File: src/rtl/lsu_pkg.sv
// Shared definitions for the load/store unit: funct3 encodings, FSM states,
// and helpers that decode store lanes and request legality.
package lsu_pkg;

    localparam logic [2:0] F3_B  = 3'b000;
    localparam logic [2:0] F3_H  = 3'b001;
    localparam logic [2:0] F3_W  = 3'b010;
    localparam logic [2:0] F3_BU = 3'b100;
    localparam logic [2:0] F3_HU = 3'b101;

    typedef enum logic [1:0] {
        ST_IDLE = 2'd0,
        ST_BUS  = 2'd1,
        ST_RESP = 2'd2
    } lsu_state_e;

    function automatic logic [3:0] lsu_wstrb(input logic [2:0] funct3, input logic [1:0] addr_lo);
        logic [3:0] strb;
        case (funct3)
            F3_B:    strb = 4'b0001 << addr_lo;
            F3_H:    strb = addr_lo[1] ? 4'b1100 : 4'b0011;
            F3_W:    strb = 4'b1111;
            default: strb = 4'b0000;
        endcase
        return strb;
    endfunction

    function automatic logic [31:0] lsu_wdata(input logic [2:0] funct3, input logic [31:0] wdata);
        logic [31:0] data;
        case (funct3)
            F3_B:    data = {4{wdata[7:0]}};
            F3_H:    data = {2{wdata[15:0]}};
            default: data = wdata;
        endcase
        return data;
    endfunction

    // True when the request must be trapped: unknown encoding, unsigned store, or misaligned.
    function automatic logic lsu_req_bad(input logic we, input logic [2:0] funct3, input logic [1:0] addr_lo);
        logic bad;
        case (funct3)
            F3_B:    bad = 1'b0;
            F3_H:    bad = addr_lo[0];
            F3_W:    bad = (addr_lo != 2'b00);
            F3_BU:   bad = we;
            F3_HU:   bad = we | addr_lo[0];
            default: bad = 1'b1;
        endcase
        return bad;
    endfunction

endpackage

File: src/rtl/lsu_load_align.sv
// Picks the addressed byte/halfword out of a read word and sign- or
// zero-extends it for writeback.
module lsu_load_align
    import lsu_pkg::*;
(
    input  logic [2:0]  funct3,
    input  logic [1:0]  addr_lo,
    input  logic [31:0] rdata,
    output logic [31:0] data
);

    logic [7:0]  byte_v;
    logic [15:0] half_v;

    always_comb begin
        case (addr_lo)
            2'd0:    byte_v = rdata[7:0];
            2'd1:    byte_v = rdata[15:8];
            2'd2:    byte_v = rdata[23:16];
            default: byte_v = rdata[31:24];
        endcase
        half_v = addr_lo[1] ? rdata[31:16] : rdata[15:0];
        case (funct3)
            F3_B:    data = {{24{byte_v[7]}}, byte_v};
            F3_BU:   data = {24'd0, byte_v};
            F3_H:    data = {{16{half_v[15]}}, half_v};
            F3_HU:   data = {16'd0, half_v};
            F3_W:    data = rdata;
            default: data = 32'd0;
        endcase
    end

endmodule

File: src/rtl/load_store_unit.sv
// rv32i memory-access stage: issues one valid/ready data-memory transaction
// per request and returns aligned, extended load data or an error.
module load_store_unit
    import lsu_pkg::*;
#(
    parameter int unsigned TIMEOUT_CYCLES = 255
) (
    input  logic        clk,
    input  logic        rst_n,
    input  logic        req_valid,
    output logic        req_ready,
    input  logic        req_we,
    input  logic [2:0]  req_funct3,
    input  logic [31:0] req_addr,
    input  logic [31:0] req_wdata,
    output logic        resp_valid,
    output logic [31:0] resp_rdata,
    output logic        resp_err,
    output logic        mem_valid,
    input  logic        mem_ready,
    output logic        mem_we,
    output logic [31:0] mem_addr,
    output logic [3:0]  mem_wstrb,
    output logic [31:0] mem_wdata,
    input  logic [31:0] mem_rdata
);

    localparam int unsigned CNT_W = (TIMEOUT_CYCLES == 0) ? 1 : $clog2(TIMEOUT_CYCLES + 1);
    localparam bit TIMEOUT_EN = (TIMEOUT_CYCLES != 0);
    // Abort fires in the last allowed cycle, so mem_valid is high exactly TIMEOUT_CYCLES cycles.
    localparam logic [CNT_W-1:0] CNT_LIMIT = TIMEOUT_EN ? CNT_W'(TIMEOUT_CYCLES - 1) : '0;

    lsu_state_e  state_q, state_d;
    logic        mem_valid_q, mem_valid_d;
    logic        mem_we_q, mem_we_d;
    logic [31:0] mem_addr_q, mem_addr_d;
    logic [3:0]  mem_wstrb_q, mem_wstrb_d;
    logic [31:0] mem_wdata_q, mem_wdata_d;
    logic        resp_valid_q, resp_valid_d;
    logic [31:0] resp_rdata_q, resp_rdata_d;
    logic        resp_err_q, resp_err_d;
    logic [CNT_W-1:0] cnt_q, cnt_d;
    logic [2:0]  funct3_q, funct3_d;
    logic [1:0]  addr_lo_q, addr_lo_d;
    logic [31:0] load_data;

    lsu_load_align u_load_align (
        .funct3  (funct3_q),
        .addr_lo (addr_lo_q),
        .rdata   (mem_rdata),
        .data    (load_data)
    );

    always_comb begin
        state_d      = state_q;
        mem_valid_d  = mem_valid_q;
        mem_we_d     = mem_we_q;
        mem_addr_d   = mem_addr_q;
        mem_wstrb_d  = mem_wstrb_q;
        mem_wdata_d  = mem_wdata_q;
        resp_valid_d = 1'b0;
        resp_rdata_d = resp_rdata_q;
        resp_err_d   = resp_err_q;
        cnt_d        = cnt_q;
        funct3_d     = funct3_q;
        addr_lo_d    = addr_lo_q;

        case (state_q)
            ST_IDLE: begin
                if (req_valid) begin
                    funct3_d  = req_funct3;
                    addr_lo_d = req_addr[1:0];
                    cnt_d     = '0;
                    if (lsu_req_bad(req_we, req_funct3, req_addr[1:0])) begin
                        state_d      = ST_RESP;
                        resp_valid_d = 1'b1;
                        resp_err_d   = 1'b1;
                        resp_rdata_d = 32'd0;
                    end else begin
                        state_d     = ST_BUS;
                        mem_valid_d = 1'b1;
                        mem_we_d    = req_we;
                        mem_addr_d  = {req_addr[31:2], 2'b00};
                        mem_wstrb_d = req_we ? lsu_wstrb(req_funct3, req_addr[1:0]) : 4'b0000;
                        mem_wdata_d = req_we ? lsu_wdata(req_funct3, req_wdata) : 32'd0;
                    end
                end
            end
            ST_BUS: begin
                if (mem_ready) begin
                    state_d      = ST_RESP;
                    mem_valid_d  = 1'b0;
                    resp_valid_d = 1'b1;
                    resp_err_d   = 1'b0;
                    resp_rdata_d = mem_we_q ? 32'd0 : load_data;
                end else if (TIMEOUT_EN && (cnt_q == CNT_LIMIT)) begin
                    state_d      = ST_RESP;
                    mem_valid_d  = 1'b0;
                    resp_valid_d = 1'b1;
                    resp_err_d   = 1'b1;
                    resp_rdata_d = 32'd0;
                end else begin
                    cnt_d = cnt_q + 1'b1;
                end
            end
            ST_RESP: state_d = ST_IDLE;
            default: state_d = ST_IDLE;
        endcase
    end

    always_ff @(posedge clk or negedge rst_n) begin
        if (!rst_n) begin
            state_q      <= ST_IDLE;
            mem_valid_q  <= 1'b0;
            mem_we_q     <= 1'b0;
            mem_addr_q   <= 32'd0;
            mem_wstrb_q  <= 4'b0000;
            mem_wdata_q  <= 32'd0;
            resp_valid_q <= 1'b0;
            resp_rdata_q <= 32'd0;
            resp_err_q   <= 1'b0;
            cnt_q        <= '0;
            funct3_q     <= 3'b000;
            addr_lo_q    <= 2'b00;
        end else begin
            state_q      <= state_d;
            mem_valid_q  <= mem_valid_d;
            mem_we_q     <= mem_we_d;
            mem_addr_q   <= mem_addr_d;
            mem_wstrb_q  <= mem_wstrb_d;
            mem_wdata_q  <= mem_wdata_d;
            resp_valid_q <= resp_valid_d;
            resp_rdata_q <= resp_rdata_d;
            resp_err_q   <= resp_err_d;
            cnt_q        <= cnt_d;
            funct3_q     <= funct3_d;
            addr_lo_q    <= addr_lo_d;
        end
    end

    assign req_ready  = (state_q == ST_IDLE);
    assign mem_valid  = mem_valid_q;
    assign mem_we     = mem_we_q;
    assign mem_addr   = mem_addr_q;
    assign mem_wstrb  = mem_wstrb_q;
    assign mem_wdata  = mem_wdata_q;
    assign resp_valid = resp_valid_q;
    assign resp_rdata = resp_rdata_q;
    assign resp_err   = resp_err_q;

endmodule

File: config.mk
export PLATFORM = sky130hd
export DESIGN_NAME = load_store_unit
export DESIGN_NICKNAME = d
export VERILOG_FILES = /design/src/rtl/lsu_pkg.sv /design/src/rtl/lsu_load_align.sv /design/src/rtl/load_store_unit.sv
export SDC_FILE = /design/constraint.sdc
export NUM_CORES = 1
export LEC_CHECK = 0
export ABC_AREA = 0
export CELL_PAD_IN_SITES_DETAIL_PLACEMENT = 1
export CELL_PAD_IN_SITES_GLOBAL_PLACEMENT = 2
export CORE_UTILIZATION = 28
export DETAILED_ROUTE_END_ITERATION = 6
export PLACE_DENSITY_LB_ADDON = 0.25
export SETUP_SLACK_MARGIN = 0.4
export SLEW_MARGIN = 10
export SYNTH_ARGS = -nofsm -noshare
export SYNTH_HDL_FRONTEND = slang
export SYNTH_HIERARCHICAL = 1
export SYNTH_SLANG_ARGS = --single-unit
File: constraint.sdc
create_clock -name clk -period 2.27 [get_ports clk]
set_clock_uncertainty 0.1 [all_clocks]
set_input_delay 0.3405 -clock clk [delete_from_list [all_inputs] [get_ports clk]]
set_output_delay 0.3405 -clock clk [all_outputs]
set_load 0.03 [all_outputs]
==> impl_metrics.ini <==
[run_status]
status = completed

[cells_and_area]
share_of_post_route_cells_with_drive_strength_above_1_pct = 22.9
post-route-cell-area_sq_um = 9320
area_occupied_by_registers_sq_um = 2930
post-route-util_pct = 44.3
final.fill_count = 2302
instances_no_fill = 1067
syn2layout_area_growth_pct = 55.4
area_of_combinational_cells_with_multiple_inputs_sq_um = 2920
diodes = 0
fin_nets = 885

[timing]
setup_slack_ps = 409
final_period_minus_worst_setup_slack_ps = 1860
worst_tran_pin_value_ps = 694
final-hold-violation-count = 0
grt_setup_unrepaired = true
achievable-frequency_ghz = 0.537
timing.slew.headroom_pct = 53.7
timing_max_transition_violations_final = 0
period_share_pct = 82.0
timing.final.setup_violations = 0

[clocking]
cts_tree = built
clkLatencyLatePin_ps = 420
htreeDepth = 4
cts-root-to-sink-buffers = 2
clock-sinks = 117
cts_root_buffer = clkbuf_16
path_clk_slew_ps = 60
inserted_clock_buffers = 17

[routing]
drt-initial-drc-count = 236
dr.pass1.iters = 4
post-route-drc-count = 0
avgRoutedWirePerCell_um = 20.4
vias_per_cell = 4.96
detailroute.via_count = 5290
detail_route.wirelength_mm = 21.8
ant_nets = 0

[die]
fp-row-count = 53
die_area_sq_um = 22000
coreArea_sq_um = 21000
io_pins = 209
initial_utilization_pct = 28.5
floorplan.die.height_um = 148
dieWidth_um = 148

[placement]
dpl_worst_slack_ps = -485
dp.cells = 1020
place.port_buffers = 206
hpwl_after_dpl_mm = 15.1
globalplace.congestion = 0.830
place_area_sq_um = 8460

[logic_synthesis]
synth_top_area_share_pct = 48.8
synthesis.area_per_instance_sq_um = 10.9
synth_sequential_area_ratio_pct = 48.8
ys_seq_elements = 117
ys_top_cells_by_count = dfrtp_1 (117), nand2_1 (83), mux2_2 (51)
postSynthCellCount = 550
synth_async_sr_flop_share_pct = 100
synthMostInstantiatedCell = dfrtp_1
synthesis.area_sq_um = 6000
netlist-cell-type-count = 58
synth.area.top_cells = dfrtp_1 (49%), mux2_2 (9.6%), nand2_1 (5.2%)
top_ff_cell_synth = dfrtp_1
synth_enable_flop_cells = 0
yosysWarningCount = 6
yosys.area.top_type = dfrtp_1

[global_routing]
grt_remaining_overflow = 0
vias_in_the_first_global_route = 5725
grt_pass1_wl_mm = 33.2
antenna_found_initial = 0
grt_use_total_pct = 20.0
pin_count_of_the_biggest_net_entering_global_routing = 48

[setup_path]
worst_ep_required_time_ps = 2470
slowest_stage = dfrtp_2
worstPathCellList = or3b_4 -> nor3_4 -> buf_12 -> a21oi_4 -> buf_12 -> a22o_1
critPathMaxStageDelay_ps = 440
critical_path.most_common_cell = buf_12
setup.worst_path.end_class = register
crit_buf_inv = 2
sort_of_element_at_the_start_of_the_critical_path = register
critical_path_class = register to register
cp_data_arrival_time_ps = 2060
cp_max_fanout = 9
worst_path_dominant_cell_family = simple AND/OR/NAND/NOR gates

[pwr]
power-per-cell-area_nw_per_um2 = 1030
total_power_mw = 9.63
p_leak_nw = 4.37
vdd_ir_drop_max_mv = 0.515

[job]
max-cap-violations = 0

[min_path]
min-delay-path-class = primary input to async pin
state kept, by name (all words and copies together) (netlist names), 2 cells and up:
signal,cells
addr_lo_q,2
cnt_q,8
funct3_q,3
mem_addr,30
mem_wdata,32
mem_wstrb,4
resp_rdata,32
state_q,2
metal layers:
metal | wire length [um] | GRT usage [%] | vias up
met1 | 9320 | 25.1 | 2619
met2 | 10600 | 33.0 | 180
met4 | 447 | 6.70 | 0
met5 | 0 | 0 | -
li1 | - | - | 2459
met3 | 1450 | 5.67 | 32
what timing repair did:
| item | CTS | global route |
|---|---|---|
| pin swaps | 3 | 4 |
| setup buffers | 5 | 5 |
| endpoints found under the setup margin | 162 | 65 |
| resized for setup | 121 | 20 |
| endpoints found under the hold margin | 23 | 0 |
| gates cloned | 2 | 2 |
| hold buffers | 1 | 0 |
through the flow:
stage	TNS, ps	hold WS, ps
floorplan	0	-55.1
global placement	-13950	181
detailed placement	-16690	186
CTS	0	293
global route	0	329
finish	0	293
worst paths after layout:
| path | start | end | slack (ps) | cells past startpoint |
|---|---|---|---|---|
| max | state_q[1]$_DFFE_PN0P_ | resp_rdata[0]$_DFFE_PN0P_ | 410 | 6 |
| min | rst_n | resp_rdata[13]$_DFFE_PN0P_ | 290 | 2 |
| max reg2reg | state_q[1]$_DFFE_PN0P_ | resp_rdata[0]$_DFFE_PN0P_ | 410 | 6 |
| min reg2reg | mem_wdata[11]$_DFFE_PN0P_ | mem_wdata[11]$_DFFE_PN0P_ | 370 | 2 |
| max in group asynchronous | rst_n | resp_rdata[29]$_DFFE_PN0P_ | 1130 | 3 |
| min in group clk | mem_wdata[11]$_DFFE_PN0P_ | mem_wdata[11]$_DFFE_PN0P_ | 370 | 2 |
power by group:
part | total [mW] | internal, mW | switching [mW]
clock | 2.83 | 1.77 | 1.06
sequential | 2.94 | 2.59 | 0.344
combinational | 3.87 | 1.55 | 2.32
total | 9.63 | 5.91 | 3.73
cells in the final DEF (no fill, tap or decap), types with 11 or more instances in the layout:
cell               n
nor2_1            29
buf_4             32
dlygate4sd2_1    104
nand2_1           83
dfrtp_1          112
mux2_2            51
a22o_1            32
o21ai_0           28
mux2i_1           17
o31ai_1           16
clkbuf_16         19
nand3_1           21
buf_12            11
clkdlybuf4s50_1   98
cell families after synthesis:
family / share of synthesized area [%]
AOI/OAI and AO/OA: 18.6
DFF: 48.8
xor gates and xnor gates: 0.292
other: 0.0625
muxes: 14.1
adders and majority gates: 0.417
and+or+nand+nor: 12.7
buffers and inverters: 5.03
area by class of cell:
class | instances | share of cell area (%)
Tap cell | 275 | 3.69
Timing Repair Buffer | 253 | 26.7
Clock buffer | 18 | 4.71
Inverter | 7 | 0.282
Sequential cell | 117 | 31.5
Clock inverter | 14 | 1.88
Multi-Input combinational cell | 383 | 31.3
Power figures use the tool's default switching activity.
